`src/rtl/clkdiv_pkg.sv`:
```
// Shared constants and helpers for the multi-channel clock divider.
package clkdiv_pkg;

    localparam int          CLKDIV_DIV_W       = 25;
    localparam int unsigned CLKDIV_DEFAULT_DIV = 24000000;

    // Channel-select width; a single channel still gets a 1-bit select.
    function automatic int clkdiv_ch_w(input int n);
        return (n <= 2) ? 1 : $clog2(n);
    endfunction

endpackage

```
`src/rtl/clkdiv_channel.sv`:
```
// One divider channel: counter, active/shadow divisor pair, clk_out and tick.
// With CLKDIV_PENDING_EN defined the pending flag is exported.
module clkdiv_channel
    import clkdiv_pkg::*;
#(
    parameter int          DIV_W       = CLKDIV_DIV_W,
    parameter int unsigned DEFAULT_DIV = CLKDIV_DEFAULT_DIV
) (
    input  logic             clk_in,
    input  logic             reset,
    input  logic             en,
    input  logic             restart,
    input  logic             wr_en,
    input  logic [DIV_W-1:0] wr_data,
    output logic             clk_out,
    output logic             tick
`ifdef CLKDIV_PENDING_EN
   ,output logic             pending
`endif
);

    localparam logic [DIV_W-1:0] RST_DIV = DIV_W'(DEFAULT_DIV);

    logic [DIV_W-1:0] cnt_q, cnt_d;
    logic [DIV_W-1:0] active_q, active_d;
    logic [DIV_W-1:0] shadow_q, shadow_d;
    logic             pending_q, pending_d;
    logic             clk_q, clk_d;
    logic             tick_q, tick_d;
    logic             running;
    logic             wrap;
    logic             apply_any;

    always_comb begin
        shadow_d  = wr_en ? wr_data : shadow_q;
        // A write landing on an apply cycle bypasses the shadow.
        apply_any = pending_q || wr_en;
        running   = en && (active_q != '0);
        wrap      = running && (cnt_q == active_q - DIV_W'(1));
        cnt_d     = cnt_q;
        clk_d     = clk_q;
        tick_d    = 1'b0;
        active_d  = active_q;
        pending_d = pending_q || wr_en;
        if (restart || !running) begin
            cnt_d     = '0;
            clk_d     = 1'b0;
            active_d  = apply_any ? shadow_d : active_q;
            pending_d = 1'b0;
        end else if (wrap) begin
            cnt_d     = '0;
            clk_d     = !clk_q;
            tick_d    = !clk_q;
            active_d  = apply_any ? shadow_d : active_q;
            pending_d = 1'b0;
        end else begin
            cnt_d     = cnt_q + DIV_W'(1);
        end
    end

    always_ff @(posedge clk_in or posedge reset) begin
        if (reset) begin
            cnt_q     <= '0;
            active_q  <= RST_DIV;
            shadow_q  <= RST_DIV;
            pending_q <= 1'b0;
            clk_q     <= 1'b0;
            tick_q    <= 1'b0;
        end else begin
            cnt_q     <= cnt_d;
            active_q  <= active_d;
            shadow_q  <= shadow_d;
            pending_q <= pending_d;
            clk_q     <= clk_d;
            tick_q    <= tick_d;
        end
    end

    assign clk_out = clk_q;
    assign tick    = tick_q;
`ifdef CLKDIV_PENDING_EN
    assign pending = pending_q;
`endif

endmodule

```
`src/rtl/multi_clock_divider.sv`:
```
// NUM_CH independent glitch-free clock dividers with runtime divisors.
// CLKDIV_PENDING_EN adds the div_pending status output.
module multi_clock_divider
    import clkdiv_pkg::*;
#(
    parameter int          NUM_CH      = 4,
    parameter int          DIV_W       = CLKDIV_DIV_W,
    parameter int unsigned DEFAULT_DIV = CLKDIV_DEFAULT_DIV
) (
    input  logic                             clk_in,
    input  logic                             reset,
    input  logic [NUM_CH-1:0]                ch_en,
    input  logic                             sync_restart,
    input  logic                             div_wr_en,
    input  logic [clkdiv_ch_w(NUM_CH)-1:0]   div_wr_ch,
    input  logic [DIV_W-1:0]                 div_wr_data,
    output logic [NUM_CH-1:0]                clk_out,
    output logic [NUM_CH-1:0]                tick
`ifdef CLKDIV_PENDING_EN
   ,output logic [NUM_CH-1:0]                div_pending
`endif
);

    for (genvar i = 0; i < NUM_CH; i++) begin : g_ch
        // Out-of-range channel numbers match no instance and are dropped.
        logic wr_hit;
        assign wr_hit = div_wr_en && (int'(div_wr_ch) == i);

        clkdiv_channel #(
            .DIV_W       (DIV_W),
            .DEFAULT_DIV (DEFAULT_DIV)
        ) u_ch (
            .clk_in  (clk_in),
            .reset   (reset),
            .en      (ch_en[i]),
            .restart (sync_restart),
            .wr_en   (wr_hit),
            .wr_data (div_wr_data),
            .clk_out (clk_out[i]),
            .tick    (tick[i])
`ifdef CLKDIV_PENDING_EN
           ,.pending (div_pending[i])
`endif
        );
    end

endmodule

```
`config.mk`:
```
export PLATFORM = sky130hd
export DESIGN_NAME = multi_clock_divider
export DESIGN_NICKNAME = d
export VERILOG_FILES = /design/src/rtl/clkdiv_pkg.sv /design/src/rtl/clkdiv_channel.sv /design/src/rtl/multi_clock_divider.sv
export SDC_FILE = /design/constraint.sdc
export NUM_CORES = 1
export LEC_CHECK = 0
export CAP_MARGIN = 20
export CORE_MARGIN = 5
export CORE_UTILIZATION = 60
export DETAILED_ROUTE_END_ITERATION = 7
export GPL_TIMING_DRIVEN = 0
export PLACE_DENSITY = 0.84
export SYNTH_ARGS = -nofsm -noshare
export SYNTH_HDL_FRONTEND = slang
export SYNTH_SLANG_ARGS = --single-unit
```
`constraint.sdc`:
```
create_clock -name clk_in -period 31.4 [get_ports clk_in]
set_input_delay 6.28 -clock clk_in [delete_from_list [all_inputs] [get_ports clk_in]]
set_output_delay 6.28 -clock clk_in [all_outputs]
set_load 0.01 [all_outputs]
```
==> results of run 1 <==
## routing by layer
layer,up-vias,share of wire
met3,107,0.058
met2,428,0.49
met4,0,0.035
met5,-,0
li1,6267,-
met1,6745,0.42
## layout make-up
| type | count | area [um^2] | share of cell area |
|---|---|---|---|
| plain buffers | 92 | 459 | 0.0233 |
| clock buffers | 50 | 981 | 0.0499 |
| clock inverters | 12 | 163 | 0.00827 |
| inverters | 54 | 210 | 0.0107 |
| multi-input cells | 1253 | 8980 | 0.456 |
| flip-flops and latches | 312 | 7910 | 0.402 |
| well taps | 384 | 480 | 0.0244 |
| repair buffers | 48 | 495 | 0.0252 |
## metrics by stage
step / worst slack, ns / hold slack (ns) / cell area, um^2
2_1_floorplan: 16.62 / 0.452 / 17500
3_3_place_gp: 13.23 / 0.468 / 18400
3_5_place_dp: 22.28 / 0.471 / 18500
4_1_cts: 22.82 / 0.478 / 19700
5_1_grt: 22.76 / 0.503 / 19700
6_report: 22.87 / 0.478 / 19700
## cell usage after synthesis, drive strengths merged (23+ instances only)
| cell | number |
|---|---|
| and3 | 33 |
| buf | 33 |
| clkbuf | 59 |
| dfrtp | 232 |
| dfstp | 80 |
| inv | 54 |
| mux2 | 153 |
| mux2i | 55 |
| nand2 | 61 |
| nand3 | 114 |
| nand4 | 33 |
| nor2 | 184 |
| nor3 | 52 |
| nor4 | 41 |
| o21ai | 27 |
| o221ai | 26 |
| or2 | 24 |
| or4 | 23 |
| xnor2 | 113 |
| xor2 | 94 |
## logic make-up (layout without fill, tap and decap cells)
logic type | count (synthesis) | count (layout) | synth area share
fa+ha+maj | 12 | 12 | 0.00856
simple gates | 682 | 682 | 0.208
compound gates | 144 | 144 | 0.0621
flops | 312 | 312 | 0.451
mux | 208 | 208 | 0.130
xor+xnor | 207 | 207 | 0.103
buf+inv | 146 | 256 | 0.0377
## power by group through the flow
stage | clock [uW] | sequential [uW] | combinational [uW]
6_report | 407 | 562 | 363
5_1_grt | 431 | 571 | 399
4_1_cts | 413 | 560 | 360
3_5_place_dp | 0 | 565 | 355
3_3_place_gp | 0 | 560 | 337
2_1_floorplan | 0 | 540 | 280
## flip-flops by register name, indices dropped and copies added (netlist names)
name / flops
g_ch.u_ch.cnt_q: 100
g_ch.u_ch.shadow_q: 100
g_ch.u_ch.pending_q: 4
g_ch.u_ch.tick: 4
g_ch.u_ch.active_q: 100
g_ch.u_ch.clk_out: 4
## how the worst max path moves through the flow
stage | startpoint | end | slack, ns | depth (start not counted)
after floorplan | reset | g_ch[0].u_ch.active_q[0] | 16.62 | 1
after global placement | reset | g_ch[0].u_ch.clk_out | 13.23 | 2
after detailed placement | div_wr_en | g_ch[0].u_ch.active_q[16] | 22.28 | 5
after CTS | div_wr_en | g_ch[0].u_ch.active_q[5] | 22.82 | 5
after global routing | div_wr_ch[0] | g_ch[2].u_ch.active_q[15] | 22.76 | 8
final | div_wr_ch[0] | g_ch[2].u_ch.active_q[20] | 22.87 | 8
## worst max-delay path: cells and delay by family
kind	cells	cell delay (ns)
buffers and inverters	3	1.67
multiplexers	2	0.61
AND/OR/NAND/NOR	3	0.37
## placed cells by master (no fill, tap or decap), types with 18 or more instances in the layout
master	netlist	final
nor2_1	184	184
xnor2_1	113	113
clkbuf_1	59	68
mux2i_1	55	55
or4_1	21	21
dfrtp_1	232	232
xor2_1	94	94
mux2_2	117	117
nand2_1	60	60
or3_1	22	22
o21ai_0	27	27
nand4_1	32	32
or2_2	24	24
clkbuf_16	0	34
nor3_1	50	50
nand2b_1	21	21
nor4_1	39	39
inv_1	54	53
and3_1	33	33
clkdlybuf4s50_1	0	42
nand3_1	113	113
nor2b_1	18	18
mux2_1	35	35
o221ai_1	26	26
dfstp_2	80	80
==> run metrics, run 1 <==
status=finished, final reports clean; Combinational Power Share=0.273; RSZ-0062 raised after global routing=no; core outline area=between 20000 and 30000 um^2; CP Launch Type=primary input; CTS tree=built; worst hold start=g_ch[0].u_ch.clk_out; Period minus WS final=between 8 and 9 ns; CTS resizes=0; Crit Reg-Reg Endpoint=g_ch[1].u_ch.active_q[4]; Clk pin slew, worst setup/hold paths=roughly 0.060 ns; post-CTS setup buffer count=0; hold_buf cts=0; Cell Chain, Critical Path=clkdlybuf4s50_1, nand3b_1, clkbuf_1, clkbuf_1, mux2i_1, nand3_1, mux2i_1, nor2_1; Max-cap violations=0; Syn. warnings=0; share of cells above drive strength 1=0.182; register area share after synthesis=0.451; Async S/R FF share, synth=1.00; Fmax achieved=roughly 0.12 GHz; Power, Total=around 1300 uW; PwrDens=67.7 nW/um^2; area share of the largest cell type after synthesis=0.331; Arr. time, crit path=around 9 ns; global-route wire length before repair=71000 um; Crit. End Element=register; PortBufs=42; Int Power=between 800 and 900 uW; Starting Density=0.610; LEAKAGE=between 0.008 and 0.009 uW; global placer's final weighted congestion=around 0.93; Synth cell types=a little under 80; Sw Share=0.330; crit-path max FO=10; worst path required time=~32 ns; Synth Cell Area=17500 um^2; synthesis-stage register bit count=312; Fin. Hold Viols=0; EDFF count, synth=0; DRC=0; setup TNS=0 ns; Slew Viols, Final=0; via count=about 14k; busiest grt layer=met2; DRT Pass-1 Iters=6; gr usage total=0.261; Crit Reg-Reg Startpoint=g_ch[1].u_ch.active_q[0]; CTS Buf Count=34; syn_area_per_cell=10.3 um^2; nets@finish=roughly 1.8k; Max VDD drop=0.0000492 V; R2R Setup Slk=roughly 27 ns; DRT antenna net count=0; Num Clock Sinks=312; antenna violations before repair=0; Clk pwr share=0.305; # H-tree levels=2; worst slew pin tran=1.13 ns; largest area contributor in the netlist=dfrtp_1; Total Wirelength=approximately 43000 um; Net Switching=between 400 and 500 uW; R2R cell count=11; Cells after Synth=1711; hold path depth=1; die area=between 30000 and 40000 um^2; fillers=~2.1k; largest net degree at the start of global routing=about 120; met3 Usage GRT=0.0378; die height=roughly 180 um; Hold Crit Class=reg -> reg; met2 Track Usage GR=0.444; vias in the first global route=13.8k; hold endpoint=g_ch[0].u_ch.tick; Worst-Skew Late Latency=~0.53 ns; slowest stage delay, CP=roughly 0.63 ns; Main synth FF type=dfrtp_1; Max Clock Skew=between 0.015 and 0.02 ns; First DRT Iteration DRCs=slightly below 1k; Post-Layout Cell Count=about 2.2k; met1 Use GR=0.342; CP max-delay cell=clkbuf_1; Setup violations, final=0; GRT Residual Overflow=0; io pins=43; clock root cell=clkbuf_16; CTS max path bufs=3; Post-DP HPWL=30300 um; Area Growth Syn to Fin=12.1%; # diodes=0; Post-Place Cells=~2.1k; Slew HR=0.235; die extent in x=181 um; synth top area cells=dfrtp_1 (33%), dfstp_2 (12%), mux2_2 (7.5%), xnor2_1 (5.6%), xor2_1 (4.7%); Synth Net Count=around 1.8k; WL/cell=between 15 and 20 um; Util after Layout=0.684; CP Class=in -> reg; Vias/cell=between 6 and 7; fin crit share=0.272; sequential power share=0.422; row cnt=62
No activity file was read; power rests on OpenSTA's default activity.
==> run 2, diff against run 1 <==
==> constraint.sdc (replaced) <==
create_clock -name clk_in -period 8.7 [get_ports clk_in]
set_input_delay 1.74 -clock clk_in [delete_from_list [all_inputs] [get_ports clk_in]]
set_output_delay 1.74 -clock clk_in [all_outputs]
set_load 0.01 [all_outputs]
==> run 2 against run 1 <==
Power increased to 3.6 times the previous value. Sequential share of layout area is 0.17 points lower. Die area unchanged. Worst setup slack got worse by 19 ns. Clock skew down 0.0069 ns. Critical endpoint is now g_ch[1].u_ch.active_q[15]. Cell count grew 0.23%. Utilization is 0.29 points higher. Hold slack improved by 0.014 ns. Non-clock buffer count increased by 6. Highest routed layer unchanged. First-iteration DRC count is 9.6% higher.
==> run metrics, run 2 (synthesis results as in run 1) <==
status=finished, final reports clean; DRT Pass-1 Iters=5; Sw Share=0.335; Max VDD drop=around 0.00013 V; RSZ-0062 raised after global routing=no; antenna violations before repair=0; # H-tree levels=2; Period minus WS final=4.59 ns; PwrDens=roughly 240 nW/um^2; LEAKAGE=just over 0.008 uW; post-CTS setup buffer count=0; Max Clock Skew=around 0.011 ns; vias in the first global route=approximately 14k; # diodes=0; CP Launch Type=register; WL/cell=approximately 20 um; DRC=0; Fin. Hold Viols=0; row cnt=62; share of cells above drive strength 1=0.186; DRT antenna net count=0; CTS max path bufs=3; biggest regs=g_ch.u_ch.active_q (100), g_ch.u_ch.cnt_q (100), g_ch.u_ch.shadow_q (100); CP Class=reg -> reg; Post-DP HPWL=a little over 30000 um; Clk pin slew, worst setup/hold paths=about 0.06 ns; Worst-Skew Late Latency=0.52 ns; clock root cell=clkbuf_16; area of the multi-input gates=around 9000 um^2; Net Switching=between 1500 and 2000 uW; GRT Residual Overflow=0; sequential power share=0.423; WL met2=21000 um; crit-path max FO=10; Top Layer Used=met4; Int Power=between 3000 and 4000 uW; PortBufs=42; fillers=around 2.1k; Crit. End Element=register; Num Clock Sinks=~310; dpl ws=4.14 ns; gr usage total=0.264; setup TNS=0 ns; die height=around 180 um; Fmax achieved=about 0.22 GHz; First DRT Iteration DRCs=around 1.1k; via count=roughly 14k; Setup WS post-layout=4.11 ns; Starting Density=0.610; largest net degree at the start of global routing=between 40 and 50; worst path required time=9.10 ns; Clk pwr share=0.300; Arr. time, crit path=4.99 ns; Hold Crit Class=reg -> reg; Combinational Power Share=0.277; Vias/cell=slightly above 6; core outline area=28800 um^2; die extent in x=between 150 and 200 um; nets@finish=around 1.8k; Total Wirelength=43900 um; global-route wire length before repair=71600 um; Setup violations, final=0; wire length on met1=18400 um; CTS Buf Count=34; most frequent cells in the layout=dfrtp_1 (232), nor2_1 (184), mux2_2 (117); Reg area=a little under 8000 um^2; Max-cap violations=0; WL met3=2440 um; die area=32800 um^2; fin crit share=0.527; hold_buf cts=0; CTS tree=built; Slew Viols, Final=0; CTS resizes=0; io pins=43; global placer's final weighted congestion=0.919; Area Growth Syn to Fin=12.6%; worst slew pin tran=1.00 ns; commonest non-fill, non-tap cell in the layout=dfrtp_1; Slew HR=0.323
[run 2: cell count changes in the layout (fill, tap and decap cells not counted), moves of 2 or more]
cell	before	now
buf_16	2	0
buf_12	0	8
clkinv_2	3	5
clkbuf_1	68	64
bufinv_16	3	1
clkinv_4	1	3
[run 2: worst max-delay path, stage by stage, from the launching register on]
cell       delay, ns
dfrtp_1         0.44
inv_1           0.11
ha_1            0.24
nor3b_1         0.80
nand2_2         0.25
nor4_1          0.44
a21boi_0        0.26
a211oi_1        0.41
o2111ai_1       0.35
a21oi_2         0.49
buf_4           0.29
mux2_2          0.36
[run 2: through the flow]
stage,util,hold slack (ns),instances,cell area [um^2],total power (uW)
2_1_floorplan,-,0.452,1711,17600,2960
3_3_place_gp,0.641,0.471,2137,18500,3240
3_5_place_dp,0.647,0.481,2148,18600,3330
4_1_cts,0.686,0.492,2209,19800,4790
5_1_grt,0.687,0.504,2210,19800,5030
6_report,0.687,0.492,2210,19800,4800
[run 2: power groups by stage]
stage | clock network (uW) | registers, uW | logic, uW
2_1_floorplan | 0 | 1950 | 1010
5_1_grt | 1520 | 2060 | 1450
3_5_place_dp | 0 | 2040 | 1290
3_3_place_gp | 0 | 2020 | 1220
6_report | 1440 | 2030 | 1330
4_1_cts | 1460 | 2020 | 1310
[run 2: final timing paths]
path                                     startpoint                         to  slack, ns  cells past startpoint
max in group asynchronous                     reset  g_ch[0].u_ch.active_q[12]       5.89                      5
max reg2reg                g_ch[1].u_ch.active_q[0]  g_ch[1].u_ch.active_q[15]       4.11                     11
min                        g_ch[1].u_ch.shadow_q[6]   g_ch[1].u_ch.shadow_q[6]       0.49                      1
min reg2reg                g_ch[1].u_ch.shadow_q[6]   g_ch[1].u_ch.shadow_q[6]       0.49                      1
max                        g_ch[1].u_ch.active_q[0]  g_ch[1].u_ch.active_q[15]       4.11                     11
min in group asynchronous                     reset   g_ch[1].u_ch.shadow_q[1]       1.61                      2
[run 2: area by class of cell]
cell class,instances,share of cell area
clock buffers,48,0.0509
multi-input cells,1253,0.454
well taps,384,0.0243
inverters,54,0.0104
repair buffers,54,0.0307
flip-flops and latches,312,0.400
clock inverters,13,0.00576
plain buffers,92,0.0232
[run 2: per-layer routing]
layer	track usage	vias up
li1	-	6269
met1	0.347	6749
met2	0.443	483
met3	0.0358	131
met4	0.110	0
met5	0	-
